--- config.mk ---
export PLATFORM = sky130hd
export DESIGN_NAME = spi_ram_arbiter_flat
export DESIGN_NICKNAME = d
export VERILOG_FILES = /design/src/rtl/spi_ram_arbiter_if.sv /design/src/rtl/spi_ram_arbiter.sv /design/src/flat_wrapper.sv
export SDC_FILE = /design/constraint.sdc
export NUM_CORES = 1
export LEC_CHECK = 0
export CAP_MARGIN = 20
export CELL_PAD_IN_SITES_DETAIL_PLACEMENT = 1
export CELL_PAD_IN_SITES_GLOBAL_PLACEMENT = 1
export CORE_MARGIN = 1.5
export CORE_UTILIZATION = 28
export DETAILED_ROUTE_END_ITERATION = 12
export PLACE_DENSITY_LB_ADDON = 0.1
export REMOVE_ABC_BUFFERS = 1
export SLEW_MARGIN = 20
export SYNTH_ARGS = -nofsm -noshare
export SYNTH_HDL_FRONTEND = slang
export SYNTH_SLANG_ARGS = --single-unit
--- constraint.sdc ---
create_clock -name clk -period 1.6 [get_ports clk]
set_input_delay 0.16 -clock clk [delete_from_list [all_inputs] [get_ports clk]]
set_output_delay 0.16 -clock clk [all_outputs]
set_load 0.02 [all_outputs]
--- src/rtl/spi_ram_arbiter_if.sv ---
// Bus bundle between the CPU's two memory ports, the arbiter and the
// SPI RAM controller. The slave modport is the arbiter's view; the master
// modport is the view of everything around it (CPU ports plus controller).
interface spi_ram_arbiter_if #(
  parameter int DATA_WIDTH = 16,
  parameter int ADDR_BITS  = 16
);
  // Instruction-fetch port (read-only)
  logic                  fetch_req;
  logic [ADDR_BITS-1:0]  fetch_addr;
  logic                  fetch_ack;
  // Load/store data port
  logic                  data_req;
  logic                  data_we;
  logic [ADDR_BITS-1:0]  data_addr;
  logic [DATA_WIDTH-1:0] data_wdata;
  logic                  data_ack;
  // Shared read data back to the CPU
  logic [DATA_WIDTH-1:0] rdata;
  // SPI RAM controller side
  logic [ADDR_BITS-1:0]  mem_addr;
  logic [DATA_WIDTH-1:0] mem_wdata;
  logic                  mem_start_read;
  logic                  mem_start_write;
  logic [DATA_WIDTH-1:0] mem_rdata;
  logic                  mem_busy;

  modport slave (
    input  fetch_req, fetch_addr, data_req, data_we, data_addr, data_wdata,
           mem_rdata, mem_busy,
    output fetch_ack, data_ack, rdata, mem_addr, mem_wdata,
           mem_start_read, mem_start_write
  );

  modport master (
    output fetch_req, fetch_addr, data_req, data_we, data_addr, data_wdata,
           mem_rdata, mem_busy,
    input  fetch_ack, data_ack, rdata, mem_addr, mem_wdata,
           mem_start_read, mem_start_write
  );
endinterface

--- src/rtl/spi_ram_arbiter.sv ---
// Two-port arbiter in front of a single SPI RAM controller.
// One transaction at a time: latch winner in IDLE, pulse start in ISSUE,
// wait for busy to drop in WAIT, ack the winner in DONE.
// Optional macro RR_ARB_EN: round-robin between the ports on simultaneous
// requests; without it the data port always has priority over fetch.
module spi_ram_arbiter #(
  parameter int DATA_WIDTH = 16,
  parameter int ADDR_BITS  = 16
) (
  input logic               clk,
  input logic               rst,
  spi_ram_arbiter_if.slave  bus
);

  typedef enum logic [1:0] {S_IDLE, S_ISSUE, S_WAIT, S_DONE} state_t;
  typedef enum logic       {G_FETCH, G_DATA} port_t;

  state_t                state_q, state_d;
  port_t                 grant_q, winner;
  logic                  op_write_q;
  logic [ADDR_BITS-1:0]  mem_addr_q;
  logic [DATA_WIDTH-1:0] mem_wdata_q;
  logic [DATA_WIDTH-1:0] rdata_q;
  logic                  any_req;

  assign any_req = bus.fetch_req | bus.data_req;

`ifdef RR_ARB_EN
  port_t last_grant_q;

  // Round-robin pick: on a tie, the port that did not win last time goes.
  always_comb begin
    // NOTE: every always_comb output gets a default first so no path can
    // leave it unassigned and infer a latch.
    winner = G_FETCH;
    if (bus.fetch_req && bus.data_req)
      winner = (last_grant_q == G_DATA) ? G_FETCH : G_DATA;
    else if (bus.data_req)
      winner = G_DATA;
  end

  // Remember who was served, updated as each transaction completes.
  always_ff @(posedge clk) begin
    if (rst)
      last_grant_q <= G_FETCH;
    else if (state_q == S_DONE)
      last_grant_q <= grant_q;
  end
`else
  // Fixed priority pick: the data port beats fetch.
  always_comb begin
    // NOTE: every always_comb output gets a default first so no path can
    // leave it unassigned and infer a latch.
    winner = G_FETCH;
    if (bus.data_req)
      winner = G_DATA;
  end
`endif

  // FSM state register.
  always_ff @(posedge clk) begin
    // NOTE: state elements use non-blocking assignments so every register
    // samples pre-edge values, independent of statement order.
    if (rst) state_q <= S_IDLE;
    else     state_q <= state_d;
  end

  // Next-state logic. IDLE refuses to start while the controller still
  // claims to be busy; that only happens after a protocol error.
  always_comb begin
    state_d = state_q;
    unique case (state_q)
      S_IDLE:  if (any_req && !bus.mem_busy) state_d = S_ISSUE;
      S_ISSUE: state_d = S_WAIT;
      S_WAIT:  if (!bus.mem_busy) state_d = S_DONE;
      S_DONE:  state_d = S_IDLE;
      default: state_d = S_IDLE;
    endcase
  end

  // Transaction latch in IDLE and read-data capture at the end of WAIT.
  always_ff @(posedge clk) begin
    if (rst) begin
      grant_q     <= G_FETCH;
      op_write_q  <= 1'b0;
      mem_addr_q  <= '0;
      mem_wdata_q <= '0;
      rdata_q     <= '0;
    end else begin
      if (state_q == S_IDLE && any_req && !bus.mem_busy) begin
        grant_q <= winner;
        if (winner == G_DATA) begin
          op_write_q  <= bus.data_we;
          mem_addr_q  <= bus.data_addr;
          mem_wdata_q <= bus.data_wdata;
        end else begin
          op_write_q  <= 1'b0;
          mem_addr_q  <= bus.fetch_addr;
        end
      end
      if (state_q == S_WAIT && !bus.mem_busy && !op_write_q)
        rdata_q <= bus.mem_rdata;
    end
  end

  // Start pulses exist only in ISSUE; acks only in DONE, to the winner.
  assign bus.mem_start_read  = (state_q == S_ISSUE) && !op_write_q;
  assign bus.mem_start_write = (state_q == S_ISSUE) &&  op_write_q;
  assign bus.fetch_ack       = (state_q == S_DONE) && (grant_q == G_FETCH);
  assign bus.data_ack        = (state_q == S_DONE) && (grant_q == G_DATA);
  assign bus.mem_addr        = mem_addr_q;
  assign bus.mem_wdata       = mem_wdata_q;
  assign bus.rdata           = rdata_q;

endmodule

--- src/flat_wrapper.sv ---
// flat-port wrapper written by rule: the top's interface ports become plain ports
module spi_ram_arbiter_flat 
#(
  parameter int DATA_WIDTH = 16,
  parameter int ADDR_BITS  = 16
)
  (clk, rst, bus_fetch_req, bus_fetch_addr, bus_data_req, bus_data_we, bus_data_addr, bus_data_wdata, bus_mem_rdata, bus_mem_busy, bus_fetch_ack, bus_data_ack, bus_rdata, bus_mem_addr, bus_mem_wdata, bus_mem_start_read, bus_mem_start_write);
  spi_ram_arbiter_if #(.DATA_WIDTH(DATA_WIDTH), .ADDR_BITS(ADDR_BITS)) bus_i ();
  input logic clk;
  input logic rst;
  input wire logic [$bits(bus_i.fetch_req)-1:0] bus_fetch_req;
  input wire logic [$bits(bus_i.fetch_addr)-1:0] bus_fetch_addr;
  input wire logic [$bits(bus_i.data_req)-1:0] bus_data_req;
  input wire logic [$bits(bus_i.data_we)-1:0] bus_data_we;
  input wire logic [$bits(bus_i.data_addr)-1:0] bus_data_addr;
  input wire logic [$bits(bus_i.data_wdata)-1:0] bus_data_wdata;
  input wire logic [$bits(bus_i.mem_rdata)-1:0] bus_mem_rdata;
  input wire logic [$bits(bus_i.mem_busy)-1:0] bus_mem_busy;
  output wire logic [$bits(bus_i.fetch_ack)-1:0] bus_fetch_ack;
  output wire logic [$bits(bus_i.data_ack)-1:0] bus_data_ack;
  output wire logic [$bits(bus_i.rdata)-1:0] bus_rdata;
  output wire logic [$bits(bus_i.mem_addr)-1:0] bus_mem_addr;
  output wire logic [$bits(bus_i.mem_wdata)-1:0] bus_mem_wdata;
  output wire logic [$bits(bus_i.mem_start_read)-1:0] bus_mem_start_read;
  output wire logic [$bits(bus_i.mem_start_write)-1:0] bus_mem_start_write;
  assign bus_i.fetch_req = bus_fetch_req;
  assign bus_i.fetch_addr = bus_fetch_addr;
  assign bus_i.data_req = bus_data_req;
  assign bus_i.data_we = bus_data_we;
  assign bus_i.data_addr = bus_data_addr;
  assign bus_i.data_wdata = bus_data_wdata;
  assign bus_i.mem_rdata = bus_mem_rdata;
  assign bus_i.mem_busy = bus_mem_busy;
  assign bus_fetch_ack = bus_i.fetch_ack;
  assign bus_data_ack = bus_i.data_ack;
  assign bus_rdata = bus_i.rdata;
  assign bus_mem_addr = bus_i.mem_addr;
  assign bus_mem_wdata = bus_i.mem_wdata;
  assign bus_mem_start_read = bus_i.mem_start_read;
  assign bus_mem_start_write = bus_i.mem_start_write;
  spi_ram_arbiter #(.DATA_WIDTH(DATA_WIDTH), .ADDR_BITS(ADDR_BITS)) u_core (.clk(clk), .rst(rst), .bus(bus_i));
endmodule
# Yosys cells after proc, flatten, opt, wreduce, memory -nomap -nowiden
# Cells that the tools add are included.
op_classes:
  eq_ne: 5
  n_bitwise: 2
  n_reduce_logical: 14
  mux: 6
op_table:
  columns: ["cell", "n"]
  rows:
  - ["16-bit two-way mux", 1]
  - ["1-bit logical AND", 9]
  - ["2-bit case mux with 4 select lines", 1]
  - ["2-bit equality test (second input constant)", 2]
  - ["2-bit two-way mux", 2]
  - ["2-bit AND reduction", 2]
  - ["2-bit by 1-bit equality test with 1-bit output (second input constant)", 1]
  - ["1-bit logical NOT", 2]
  - ["2-bit logical NOT", 1]
  - ["1-bit two-way mux", 2]
  - ["2-bit by 1-bit != test with 1-bit output (second input constant)", 1]
  - ["2-bit != test (second input constant)", 1]
  - ["1-bit inverter", 1]
  - ["1-bit bitwise OR", 1]
totals:
  output_inout_bits: 52
  reg_bits: 52
  inputBits: 70

# Logic depth before layout (Yosys ltp)
logic_depth:
  word_depth: 4
  depth_mapped: 7
  depth_no_buf: 5

# Worst setup path after synthesis
# Ideal clock, no wire load.
synth_path:
  path_kind: "register to register"
  start: "register u_core.state_q[0]"
  end: "register u_core.rdata_q[10], in the netlist u_core.bus.rdata[10]"
  setup_ps: 128
  t_arrival_ps: 1284
  slack_ps: 187
  synth_period_minus_slack_ps: 1413
  stages_incl_launch_ff: 8
  cell_sequence: "dfxtp_1 inv_1 ha_1 or3b_1 buf_6 buf_8 nand2_1 a21oi_1"
synth_via:
  elab_chain_len: 3
synth_lines:
  columns: ["item", "line", "rtl"]
  rows:
  - ["start: declaration", "spi_ram_arbiter.sv:18", "state_t state_q, state_d;"]
  - ["start signal: assignment", "spi_ram_arbiter.sv:65", "else state_q <= state_d;"]
  - ["2-bit equality test", "spi_ram_arbiter.sv:101", "if (state_q == S_WAIT && !bus.mem_busy && !op_write_q)"]
  - ["1-bit logical AND (2 in a row)", "spi_ram_arbiter.sv:101", null]
  - ["end signal: assignment", "spi_ram_arbiter.sv:102", "rdata_q <= bus.mem_rdata;"]
  - ["end: declaration", "spi_ram_arbiter.sv:23", "logic [DATA_WIDTH-1:0] rdata_q;"]
# No other way between the ends.
# A chain may end at the register's enable or synchronous reset.

# Worst setup path in the final report
layout_path:
  start: "register u_core.state_q[1]"
  end: "output bus_mem_start_read"
layout_via:
  elab_chain_len: 2
layout_lines:
  columns: ["item", "line", "rtl"]
  rows:
  - ["2-bit by 1-bit equality test with 1-bit output", "spi_ram_arbiter.sv:107", "assign bus.mem_start_read = (state_q == S_ISSUE) && !op_write_q;"]
  - ["1-bit logical AND", "spi_ram_arbiter.sv:107", null]
  - ["end: declaration", "flat_wrapper.sv:24", "output wire logic [$bits(bus_i.mem_start_read)-1:0] bus_mem_start_read;"]
# No other way between the ends.

==> results by group <==
Status
  • Status: finished, final reports clean

Critical path
  • R2R Path Start: u_core.state_q[0]
  • Critical Path Start: u_core.state_q[1]
  • Worst setup endpoint: bus_mem_start_read
  • R2R depth: 6
  • CP top delay family: buffers and inverters
  • Slowest CP cell: dfxtp_2
  • Crit end category: output port
  • CP Data Required Time: ~1400 ps
  • Worst path max stage delay: about 360 ps
  • Reg2reg setup slack: 130 ps
  • Crit-path cells: inv_1, ha_1, nor2b_1, dlygate4sd2_1
  • Crit path DAT: between 1000 and 1500 ps
  • R2r endpoint: u_core.bus.rdata[6]
  • WP depth: 4
  • Worst Path Max Fanout: 4
  • Bufs and invs on worst path: 2
  • Setup CP Type: flop to output port
  • Startpoint Class: flop

GRT
  • Tot GR Track Use: 15.3%
  • Largest net degree at the start of global routing: 28
  • Vias in the first global route: 2173
  • Initial antenna violation count: 0
  • Global-route wire length before repair: 10600 um
  • Aggregate global routing overflow: 0

Placed design
  • IO buf count: 121
  • Placed Instances: 464
  • DPL Wire Length: between 4000 and 5000 um
  • Post-DP Area: 3620 um2
  • RePlAce Congestion: 0.675

Run
  • Max_cap viols: 0

CTS
  • Max H-tree Level: 2
  • Clk Latency, worst-skew pair: ~300 ps
  • CTS clk-pin slew, worst paths: around 90 ps
  • Sink Count: 52
  • Clock buffer depth: 2
  • Hold-fix buffers, CTS: 0
  • Total CTS buffers: 5
  • CTS root buffer: clkbuf_8
  • CTS tree: done

Floorplanning
  • Top Ports: 122
  • Row cnt: 32
  • Die X: 93.5 um
  • Die area: between 8000 and 9000 um2
  • Die height: 93.5 um
  • Placeable Area: 7810 um2
  • Initial Util: 29.3%

Synth
  • Synth Flop Type: dfxtp_1
  • Leading cell types by total area after synthesis: dfxtp_1 (45%), nand2_1 (10%), a21oi_1 (8.7%)
  • Yosys cell types: 32
  • Top-count cell post-synth: nand2_1
  • Synth Area per Inst: 9.28 um2
  • Post-synth top area share: 45.4%
  • Yosys reg bits: 52
  • Post-synth EDFFs: 0
  • Cells after synthesis: about 250
  • Commonest cells in the netlist: nand2_1 (64), dfxtp_1 (52), a21oi_1 (40)
  • Seq/Total Area, Yosys: a little under half
  • Area leader, netlist: dfxtp_1
  • Synth Cell Area: roughly 2300 um2
  • Yosys warnings: 0
  • Synth async-reset ratio: 0%

Power and ir drop
  • Leak: 1.37 nW
  • VDD IR max: 0.439 mV
  • Overall Power: 4.46 mW
  • Pwr/cell area: 1190 nW/um2

Final layout
  • Nets: 445
  • Layout cells sized above 1: 14.2%
  • Fin area: 3760 um2
  • Diode count: 0
  • Final Non-Filler Cells: around 470
  • Synth-to-Final Area Change: 64.0%

Timing
  • Final slew viol count: 0
  • Final clock period utilization by the worst path: 94.8%
  • Final setup vio count: 0
  • Hold Vio Cnt, Final: 0
  • Setup_tns: 0 ps
  • Final clock skew: slightly below 7 ps
  • Final min period: 1520 ps
  • Fmax: around 660 MHz
  • Worst slew pin tran: 397 ps
  • RSZ-0062 raised after global routing: no
  • Hold_ws: 234 ps
  • Slew margin rel.: between 70% and 80%

Detailed routing
  • Wirelength, routed: 6600 um
  • DR DRC count: 0
  • Via count: ~2200
  • Number of routed nets with antenna violations: 0
  • Routed vias/inst: 4.61
  • Initial DRC count: 67
  • Router iterations before antenna repair: 3
  • DR WL/cell: 13.9 um

Hold path
  • Min-Delay Path Class: primary input to flop
-- sequential cells by signal, indices dropped and copies added (netlist names) --
signal,cells
u_core.bus.mem_addr,16
u_core.state_q,2
u_core.bus.mem_wdata,16
u_core.bus.rdata,16
u_core.grant_q,1
u_core.op_write_q,1
-- timing repair --
action                     in CTS  in global routing
setup buffers                   2                  0
pin swaps                       1                  0
gates cloned                    0                  0
hold endpoints to repair        0                  0
resized for setup               5                  5
setup endpoints to repair      18                  4
-- report_power, final --
group	internal, mW	switching (mW)	leakage [nW]
registers	1.52	0.137	0.425
logic	0.962	0.940	0.887
clock network	0.465	0.431	0.0552
-- per-stage QoR --
| step | util [%] | setup slack, ps |
|---|---|---|
| after floorplan | - | -332 |
| after global placement | 46.4 | -29.6 |
| after detailed placement | 46.4 | -73.0 |
| after CTS | 48.1 | 35.8 |
| after global routing | 48.1 | 5.25 |
| final | 48.1 | 82.6 |
-- layer usage --
metal	global-route usage, %	wire (um)	vias up
li1	-	-	1086
met1	18.0	2750	1029
met2	26.1	3190	64
met3	5.77	592	5
met4	4.17	65	0
met5	0	0	-
-- how the worst min path moves through the flow --
stage                             start                       end  depth (start not counted)
2_1_floorplan                       rst   u_core.bus.mem_addr[10]                          1
3_3_place_gp    u_core.bus.mem_wdata[2]   u_core.bus.mem_wdata[2]                          2
3_5_place_dp   u_core.bus.mem_wdata[13]  u_core.bus.mem_wdata[13]                          2
4_1_cts                             rst    u_core.bus.mem_addr[7]                          2
5_1_grt                             rst   u_core.bus.mem_addr[11]                          2
6_report                            rst       u_core.bus.rdata[6]                          2
-- area by class of cell --
class | count | area (um2)
clock buffer | 6 | 72.6
tap | 102 | 128
inverter | 2 | 7.51
multi-input combinational | 174 | 1080
timing repair buffer | 136 | 1390
clock inverter | 2 | 35.0
fill | 894 | 4050
sequential | 52 | 1040
-- placed cells by master, fill, tap and decap left out, types with 5 or more instances in the layout --
| cell | Yosys | layout |
|---|---|---|
| a211oi_1 | 6 | 6 |
| nand2_1 | 64 | 64 |
| clkdlybuf4s50_1 | 0 | 116 |
| clkbuf_8 | 0 | 5 |
| buf_4 | 6 | 9 |
| buf_12 | 1 | 6 |
| a211oi_2 | 10 | 10 |
| a21oi_1 | 40 | 40 |
| mux2i_1 | 17 | 17 |
| a21oi_2 | 10 | 10 |
| dfxtp_1 | 52 | 51 |
-- cells by family after synthesis --
kind of cell,count (synthesis),synth area share (%)
DFF,52,45.4
and+or+nand+nor,82,16.1
muxes,17,7.43
adders and majority gates,4,2.18
AOI/OAI and AO/OA,71,21.4
buffers and inverters,21,7.48
Note: power is estimated with default switching activity, not from simulation.
